**config.mk**
```make
export PLATFORM = sky130hd
export DESIGN_NAME = ifetch_unit_flat
export DESIGN_NICKNAME = d
export VERILOG_FILES = /design/src/rtl/ifetch_if.sv /design/src/rtl/ifetch_unit.sv /design/src/flat_wrapper.sv
export SDC_FILE = /design/constraint.sdc
export NUM_CORES = 1
export LEC_CHECK = 0
export CAP_MARGIN = 20
export CELL_PAD_IN_SITES_DETAIL_PLACEMENT = 0
export CELL_PAD_IN_SITES_GLOBAL_PLACEMENT = 1
export CORE_MARGIN = 1.5
export CORE_UTILIZATION = 25
export DETAILED_ROUTE_END_ITERATION = 12
export PLACE_DENSITY = 0.59
export SYNTH_ARGS = -nofsm -noshare
export SYNTH_HDL_FRONTEND = slang
export SYNTH_SLANG_ARGS = --single-unit
```
**constraint.sdc**
```tcl
create_clock -name clk -period 4.4 [get_ports clk]
set_clock_uncertainty 0.1 [all_clocks]
set_input_delay 0.88 -clock clk [delete_from_list [all_inputs] [get_ports clk]]
set_output_delay 0.88 -clock clk [all_outputs]
set_load 0.02 [all_outputs]
```
**src/rtl/ifetch_if.sv**
```systemverilog
// ifetch_if: bundles the three handshakes around the fetch stage.
//   PC side     : pc_i, pc_valid -> ; <- pc_ready ; flush (redirect pulse)
//   Memory side : <- imem_req, imem_addr ; imem_gnt, imem_rvalid, imem_rdata ->
//   Decode side : <- instr_valid, instr, instr_pc ; instr_ready ->
// slave is the fetch unit; master is whatever surrounds it.
interface ifetch_if #(
  parameter int ADDR_WIDTH = 32,
  parameter int DATA_WIDTH = 32
);
  logic                  flush;
  logic [ADDR_WIDTH-1:0] pc_i;
  logic                  pc_valid;
  logic                  pc_ready;
  logic                  imem_req;
  logic [ADDR_WIDTH-1:0] imem_addr;
  logic                  imem_gnt;
  logic                  imem_rvalid;
  logic [DATA_WIDTH-1:0] imem_rdata;
  logic                  instr_valid;
  logic                  instr_ready;
  logic [DATA_WIDTH-1:0] instr;
  logic [ADDR_WIDTH-1:0] instr_pc;

  modport slave (
    input  flush, pc_i, pc_valid, imem_gnt, imem_rvalid, imem_rdata, instr_ready,
    output pc_ready, imem_req, imem_addr, instr_valid, instr, instr_pc
  );

  modport master (
    output flush, pc_i, pc_valid, imem_gnt, imem_rvalid, imem_rdata, instr_ready,
    input  pc_ready, imem_req, imem_addr, instr_valid, instr, instr_pc
  );
endinterface

```
**src/rtl/ifetch_unit.sv**
```systemverilog
// ifetch_unit: in-order instruction fetch stage.
// Accepts fetch addresses from the PC stage, issues them to instruction
// memory, and holds responses in a DEPTH-entry circular buffer so that
// memory latency and decode backpressure never reorder or lose
// instructions. A flush kills everything queued; responses still owed by
// memory for killed fetches are counted in r_drop_cnt and discarded.
// Ports:
//   clk      clock
//   reset_n  asynchronous active-low reset
//   bus      ifetch_if.slave (PC, memory and decode handshakes, flush)
module ifetch_unit #(
  parameter int ADDR_WIDTH = 32,
  parameter int DATA_WIDTH = 32,
  parameter int DEPTH      = 4
) (
  input  logic    clk,
  input  logic    reset_n,
  ifetch_if.slave bus
);
  localparam int PW = $clog2(DEPTH);
  localparam int CW = $clog2(DEPTH + 1);

  logic [ADDR_WIDTH-1:0] r_pc   [DEPTH];
  logic [DATA_WIDTH-1:0] r_data [DEPTH];
  logic [DEPTH-1:0]      r_filled;
  logic [PW-1:0]         r_alloc_ptr;
  logic [PW-1:0]         r_fill_ptr;
  logic [PW-1:0]         r_head_ptr;
  logic [CW-1:0]         r_alloc_cnt;
  // Allocated entries still waiting for their response.
  logic [CW-1:0]         r_pend_cnt;
  // Responses still owed for fetches killed by a flush.
  logic [CW-1:0]         r_drop_cnt;

  logic [CW:0] w_credit_used;
  logic        w_space;
  logic        w_req;
  logic        w_accept;
  logic        w_resp_drop;
  logic        w_resp_fill;
  logic        w_resp_live;
  logic        w_valid;
  logic        w_pop;

  // Credit is taken from registered counts only, so a pop from a full buffer
  // frees a slot one cycle later and imem_req never depends on imem_gnt.
  assign w_credit_used = {1'b0, r_alloc_cnt} + {1'b0, r_drop_cnt};
  assign w_space       = (w_credit_used < (CW+1)'(DEPTH));

  assign w_req    = bus.pc_valid & w_space & ~bus.flush;
  assign w_accept = w_req & bus.imem_gnt;

  // A response with nothing owed (no drop, no pending) is ignored.
  assign w_resp_drop = bus.imem_rvalid & (r_drop_cnt != '0);
  assign w_resp_fill = bus.imem_rvalid & (r_drop_cnt == '0) & (r_pend_cnt != '0);
  assign w_resp_live = w_resp_drop | w_resp_fill;

  assign w_valid = r_filled[r_head_ptr] & (r_alloc_cnt != '0) & ~bus.flush;
  assign w_pop   = w_valid & bus.instr_ready;

  assign bus.imem_req    = w_req;
  assign bus.imem_addr   = {bus.pc_i[ADDR_WIDTH-1:2], 2'b00};
  assign bus.pc_ready    = w_accept;
  assign bus.instr_valid = w_valid;
  assign bus.instr       = r_data[r_head_ptr];
  assign bus.instr_pc    = r_pc[r_head_ptr];

  always_ff @(posedge clk or negedge reset_n) begin
    if (!reset_n) begin
      for (int i = 0; i < DEPTH; i++) begin
        r_pc[i]   <= '0;
        r_data[i] <= '0;
      end
      r_filled    <= '0;
      r_alloc_ptr <= '0;
      r_fill_ptr  <= '0;
      r_head_ptr  <= '0;
      r_alloc_cnt <= '0;
      r_pend_cnt  <= '0;
      r_drop_cnt  <= '0;
    end else if (bus.flush) begin
      // Every unfilled entry still has a response on its way; a response
      // arriving right now settles one of those debts already.
      r_drop_cnt  <= r_drop_cnt + r_pend_cnt - CW'(w_resp_live);
      r_filled    <= '0;
      r_alloc_cnt <= '0;
      r_pend_cnt  <= '0;
      r_fill_ptr  <= r_alloc_ptr;
      r_head_ptr  <= r_alloc_ptr;
    end else begin
      // Index collisions between pop, fill and accept cannot occur: each
      // would require the buffer to be simultaneously full and empty of
      // the relevant kind of entry.
      if (w_pop) begin
        r_filled[r_head_ptr] <= 1'b0;
        r_head_ptr           <= r_head_ptr + PW'(1);
      end
      if (w_resp_fill) begin
        r_data[r_fill_ptr]   <= bus.imem_rdata;
        r_filled[r_fill_ptr] <= 1'b1;
        r_fill_ptr           <= r_fill_ptr + PW'(1);
      end
      if (w_accept) begin
        r_pc[r_alloc_ptr]     <= bus.pc_i;
        r_filled[r_alloc_ptr] <= 1'b0;
        r_alloc_ptr           <= r_alloc_ptr + PW'(1);
      end
      r_alloc_cnt <= r_alloc_cnt + CW'(w_accept) - CW'(w_pop);
      r_pend_cnt  <= r_pend_cnt + CW'(w_accept) - CW'(w_resp_fill);
      r_drop_cnt  <= r_drop_cnt - CW'(w_resp_drop);
    end
  end
endmodule

```
**src/flat_wrapper.sv**
```systemverilog
// flat-port wrapper written by rule: the top's interface ports become plain ports
module ifetch_unit_flat 
#(
  parameter int ADDR_WIDTH = 32,
  parameter int DATA_WIDTH = 32,
  parameter int DEPTH      = 4
)
  (clk, reset_n, bus_flush, bus_pc_i, bus_pc_valid, bus_imem_gnt, bus_imem_rvalid, bus_imem_rdata, bus_instr_ready, bus_pc_ready, bus_imem_req, bus_imem_addr, bus_instr_valid, bus_instr, bus_instr_pc);
  ifetch_if #(.ADDR_WIDTH(ADDR_WIDTH), .DATA_WIDTH(DATA_WIDTH)) bus_i ();
  input  logic clk;
  input  logic reset_n;
  input wire logic [$bits(bus_i.flush)-1:0] bus_flush;
  input wire logic [$bits(bus_i.pc_i)-1:0] bus_pc_i;
  input wire logic [$bits(bus_i.pc_valid)-1:0] bus_pc_valid;
  input wire logic [$bits(bus_i.imem_gnt)-1:0] bus_imem_gnt;
  input wire logic [$bits(bus_i.imem_rvalid)-1:0] bus_imem_rvalid;
  input wire logic [$bits(bus_i.imem_rdata)-1:0] bus_imem_rdata;
  input wire logic [$bits(bus_i.instr_ready)-1:0] bus_instr_ready;
  output wire logic [$bits(bus_i.pc_ready)-1:0] bus_pc_ready;
  output wire logic [$bits(bus_i.imem_req)-1:0] bus_imem_req;
  output wire logic [$bits(bus_i.imem_addr)-1:0] bus_imem_addr;
  output wire logic [$bits(bus_i.instr_valid)-1:0] bus_instr_valid;
  output wire logic [$bits(bus_i.instr)-1:0] bus_instr;
  output wire logic [$bits(bus_i.instr_pc)-1:0] bus_instr_pc;
  assign bus_i.flush = bus_flush;
  assign bus_i.pc_i = bus_pc_i;
  assign bus_i.pc_valid = bus_pc_valid;
  assign bus_i.imem_gnt = bus_imem_gnt;
  assign bus_i.imem_rvalid = bus_imem_rvalid;
  assign bus_i.imem_rdata = bus_imem_rdata;
  assign bus_i.instr_ready = bus_instr_ready;
  assign bus_pc_ready = bus_i.pc_ready;
  assign bus_imem_req = bus_i.imem_req;
  assign bus_imem_addr = bus_i.imem_addr;
  assign bus_instr_valid = bus_i.instr_valid;
  assign bus_instr = bus_i.instr;
  assign bus_instr_pc = bus_i.instr_pc;
  ifetch_unit #(.ADDR_WIDTH(ADDR_WIDTH), .DATA_WIDTH(DATA_WIDTH), .DEPTH(DEPTH)) u_core (.clk(clk), .reset_n(reset_n), .bus(bus_i));
endmodule
```
==> flow_summary.ini <==
[critical_path]
worstPathCellList = buf_12 -> mux4_2 -> clkdlybuf4s50_1
crit_fanout = 30
path_buf_inv = 2
cp.required_ps = 3420
rr_startpoint = u_core.r_drop_cnt[2]$_DFF_PN0_
rrSetupSlack_ps = 1230
crit_path_end_kind = output pin
crit-reg2reg-capture = u_core.r_alloc_cnt[2]$_DFF_PN0_
crit_path_start_kind = flop
cp_top_family = buffers and inverters
cpPeakStageDelay_ps = 830
arrival_ps = 2900
crit_slowest_cell = dfrtp_4
ff2ff_path_depth = 12
critPathKind = reg2out

[floorplan]
ioPinCount = 170
initial_core_util_pct = 25.4
num_rows = 82
core_mm2 = 0.0503
die_x_um = 229
die_area_mm2 = 0.0525
die_h_um = 229

[synthesis]
ys.warnings.count = 0
yosysMostFrequentCell = dfrtp_1
ys.flop_type = dfrtp_1
ys_ff_latch = 275
synthArstFlopShare_pct = 100
synth.distinct_cells = 39
ys_seq_area_share_pct = 53.8
syn_inst = 802
synth.avg_cell_area_um2 = 15.9
yosysTopAreaCellShare_pct = 53.8
syn_area_mm2 = 0.0128
yosysTopAreaCell = dfrtp_1
synthTopCellsByCount = 275 x dfrtp_1, 238 x mux2_2, 65 x mux4_2
synth_edf_count = 0
synthTopCellsByArea = dfrtp_1 54%, mux2_2 21%, mux4_2 11%

[clock_network]
clk_pin_slew_worst_paths_ps = 60
cts_htree_levels = 2
cts_tree = built
cts_setup_buffers = 0
cts_hold_buffers = 0
clk_latency_ps = 530
clk_path_buf_depth = 3
postCtsResizedCells = 0
clockRootBuffer = clkbuf_16
cts.sinks = 275
cts_buffers = 35

[timing]
slew-limit-headroom_pct = 49.0
rsz0062_at_grt = no
final-setup-viol-count = 0
fin_setup_tns_ps = 0
tightest_slew_ps = 764
max_freq_mhz = 257
post-route-period-util_pct = 88.3
fin_crit_ps = 3880
final_hold_viol_count = 0
layout_setup_ws_ps = 515
finalMaxSlewViolations = 0

[layout]
drive_above_1_share_pct = 39.6
fin_area_mm2 = 0.0161
nFillCells = 5029
final_nets = 1047
multiInputGateArea_mm2 = 0.00528
instances_no_fill = 1644
regArea_mm2 = 0.00689
syn2layout_area_growth_pct = 26.1
n_antenna_cell = 0

[detailed_routing]
top_layer_used = met4
post-route-drc-count = 0
vias = 7170
ant_nets = 0
wl_per_cell_um = 17.7
wl_met1_um = 13200
viasPerCell = 4.36
wl_met2_um = 13900
drt_iter0_markers = 214
routed_wl_um = 29000
wl_met3_um = 1310
dr.pass1.iters = 4

[placement]
place.gp.congestion = 0.698
dpl_cell_area_mm2 = 0.0150
io_buffer_count = 167
dp_hpwl_um = 18200
dpl_worst_slack_ps = 602
place_inst = 1585

[run]
drv_cap = 0

[pwr]
power_density_mw_per_mm2 = 570
finalPower_mw = 9.19
irDropWorstVdd_mv = 0.197
power.leakage_nw = 7.14

[worst_hold_path]
hold_path_class = in2async

[grt]
overflow = 0
grt_max_degree = 91
antenna_found_initial = 0
grt_pass1_wl_um = 46500
grt_util_all_layers_pct = 11.3
first_global_vias = 7869

[status]
run_status = completed
## stage by stage
stage / hold slack (ps) / util (%)
finish: 265 / 32.1
floorplan: 352 / -
detailed placement: 374 / 29.9
global placement: 362 / 29.9
CTS: 296 / 32.1
global route: 323 / 32.1
## worst max path at each step
stage / startpoint / endpoint / slack (ps) / cells past startpoint
after floorplan: bus_pc_valid / u_core.r_alloc_cnt[2]$_DFF_PN0_ / 830 / 11
after global placement: bus_pc_valid / bus_pc_ready / 650 / 4
after detailed placement: bus_pc_valid / bus_pc_ready / 600 / 4
after CTS: u_core.r_head_ptr[0]$_DFFE_PN0P_ / bus_instr[21] / 390 / 3
after global routing: u_core.r_head_ptr[0]$_DFFE_PN0P_ / bus_instr_pc[0] / 320 / 3
final: u_core.r_head_ptr[0]$_DFFE_PN0P_ / bus_instr[25] / 520 / 3
## registers in the layout, indices dropped and copies added, names as in the netlist
| name | flops |
|---|---|
| u_core.r_alloc_cnt | 3 |
| u_core.r_alloc_ptr | 2 |
| u_core.r_data | 128 |
| u_core.r_drop_cnt | 3 |
| u_core.r_fill_ptr | 2 |
| u_core.r_filled | 4 |
| u_core.r_head_ptr | 2 |
| u_core.r_pc | 128 |
| u_core.r_pend_cnt | 3 |
## cell usage in the layout, fill, tap and decap left out, types with 3 or more instances in the layout
master,n
dfrtp_1,273
mux4_2,65
nor2_1,10
xnor2_1,4
and4_1,5
a211oi_1,6
clkbuf_16,36
and2_1,5
buf_4,18
nand3_1,6
a41o_1,4
clkbuf_1,11
fa_1,3
nor4_4,4
mux2_1,19
clkdlybuf4s50_1,166
buf_12,7
inv_1,23
mux2_2,238
clkbuf_8,6
nand2_1,4
ha_1,23
## per-layer routing
metal / global-route usage (%) / vias to the layer above
li1: - / 3222
met1: 14.8 / 3784
met2: 18.2 / 126
met3: 2.93 / 38
met4: 3.35 / 0
met5: 0 / -
## final cells by class
class / count / share of cell area, %
flip-flops and latches: 275 / 42.7
repair buffers: 192 / 12.1
clock inverters: 6 / 0.318
inverters: 23 / 0.536
well taps: 672 / 5.22
multi-input cells: 423 / 32.7
clock buffers: 53 / 6.36
## cells by family after synthesis
logic type | after synthesis | synth area share (%)
buffers and inverters | 105 | 4.93
adders and majority gates | 26 | 2.72
and+or+nand+nor | 45 | 2.55
muxes | 323 | 34.2
AOI/OAI and AO/OA | 20 | 1.18
DFF | 275 | 53.8
xor gates and xnor gates | 7 | 0.597
other | 1 | 0.0293
## where the power goes
group	total, mW	leakage [nW]	switching (mW)	internal [mW]
combinational	2.86	2.96	1.22	1.64
clock	2.69	0.523	1.08	1.61
sequential	3.64	3.66	0.426	3.22
Note: power is estimated with default switching activity, not from simulation.
==> edit (same settings) <==
Reset style: synchronous (`reset_n`), changed in one clocked block. Comments in the files are not updated.
--- a/src/rtl/ifetch_unit.sv
+++ b/src/rtl/ifetch_unit.sv
@@ -65,7 +65,7 @@
   assign bus.instr       = r_data[r_head_ptr];
   assign bus.instr_pc    = r_pc[r_head_ptr];
 
-  always_ff @(posedge clk or negedge reset_n) begin
+  always_ff @(posedge clk) begin
     if (!reset_n) begin
       for (int i = 0; i < DEPTH; i++) begin
         r_pc[i]   <= '0;
Check against the original RTL: differs if reset_n is asserted again (counterexample within 4 cycles, from zero or initial values and one cycle with reset_n low); with reset_n held inactive, the same outputs for 4 cycles.
==> edit against the unedited design <==
Area after synthesis shrank 0.68%; sequential share of layout area grew 7.8 points; cell area shrank 0.47%; routed wire length grew 1.8%; via count shrank 4.7%; first-iteration DRC count grew 60%; setup slack lost 0.11 ns; global-route usage grew 0.32 points; count of clock-buffer cells in the layout shrank 15; sequential cell count grew 2; critical path depth grew 1; critical path type is now in -> out; highest routed layer is now met5.
Power is not compared: it rests on default switching activity, and its combinational part moved more than twofold at a synthesized area within 25%.
==> edit: results (changes against the unedited design) <==
metric,value,unit,change
arrival,3.02,ns,+0.12 ns
clkTransAtPathRegs,0.05,ns,
place_congestion,0.687,,-1.6%
seq_cells,277,,+0.73%
final_cells,1652,,+0.49%
async_flop_share,0,%,-100 points
hp-class,reg -> reg,,
top_layer_used,met5,,
synth_edf_count,256,,+256
buf_share,11.8,%,-0.35 points
synth.area.top_cells,"edfxtp_1 (61%), and2_1 (13%), mux4_2 (12%), dfxtp_1 (3.3%), ha_1 (2.3%)",,
nMultiInputCombCells,435,,+2.8%
synth_compound_area_share,1.27,%,+0.087 points
inverters,21,,-8.7%
post_drt_wl_per_cell,17.9,um,+1.3%
pwr_density_cell,402,mW/mm^2,
dp.cells,1594,,+0.57%
ys_seq_area_share,63.8,%,+10 points
vias_per_cell,4.14,,-5.2%
drive_gt1_share,15.2,%,-24 points
drt_iter0_drc,342,,+60%
num-clock-buffers,38,,-28%
numCtsBuffers,34,,-2.9%
clockRootBuffer,clkbuf_16,,
port-buffer-count,167,,unchanged
wl_met3,1.56,mm,+19%
muxShareOfSynthArea,11.8,%,-22 points
seq_area,0.00812,sq mm,+18%
cpPeakStageDelay,0.78,ns,-0.05 ns
met2_wirelength,14.9,mm,+7.7%
final-clk-cell-share,6.40,%,-0.27 points
num-nets-final,1055,,+0.76%
place_ws,0.375,ns,-0.228 ns
gr-usage-all-layers,11.6,%,+0.32 points
num-nonclk-buffers,189,,-1.6%
fillers,4928,,-2.0%
synthAdderAreaFrac,2.74,%,+0.019 points
synth_common_cells,"and2_1 (263), edfxtp_1 (256), mux4_2 (65)",,
worst_pin_slew,0.760,ns,-0.00445 ns
cp_max_fo,3,,-90%
synth_area_per_cell,15.8,sq um,-1.2%
yosysUniqueCellTypes,41,,+5.1%
wl_met1,12.6,mm,-5.1%
multi_input_area,0.00410,sq mm,-22%
yosys_most_used_dff,edfxtp_1,,
antenna_found_initial,3,,+3
top_regs,"u_core.r_data x128, u_core.r_pc x128, u_core.r_filled x4",,
grt_pass1_wl,45.9,mm,-1.1%
placed_cell_area,0.0150,sq mm,-0.18%
status,"finished, final reports clean",,
crit_slowest_cell,clkdlybuf4s50_1,,
hpwl,17.3,mm,-4.5%
grt_pass1_vias,7479,,-5.0%
grt_max_degree,37,,-59%
synth_xor_area_share,0.739,%,+0.14 points
p_leak,5.75,nW,
==> edit: tightest hold or removal path: cells and delay by family, from the launching register on <==
| family | cells | cell delay, ns |
|---|---|---|
| flops | 1 | 0.33 |
| compound gates | 2 | 0.18 |
==> edit: where the power goes <==
| part | leakage [nW] | switching, mW | internal (mW) |
|---|---|---|---|
| clock | 0.498 | 1.09 | 1.53 |
| sequential | 2.82 | 0.0557 | 2.99 |
| combinational | 2.43 | 0.397 | 0.382 |
| total | 5.75 | 1.54 | 4.90 |
==> edit: path summary, 6_finish.rpt <==
kind	from	endpoint	slack, ns
max	bus_flush	bus_pc_ready	0.40
min reg2reg	u_core.r_filled[2]	u_core.r_filled[2]	0.45
min	u_core.r_filled[2]	u_core.r_filled[2]	0.45
max reg2reg	u_core.r_drop_cnt[2]	u_core.r_alloc_cnt[2]	1.14
==> edit: per-layer routing <==
metal	global-route usage, %	vias up
li1	-	3219
met3	3.24	39
met4	2.96	4
met1	14.0	3423
met2	20.3	147
met5	0	-
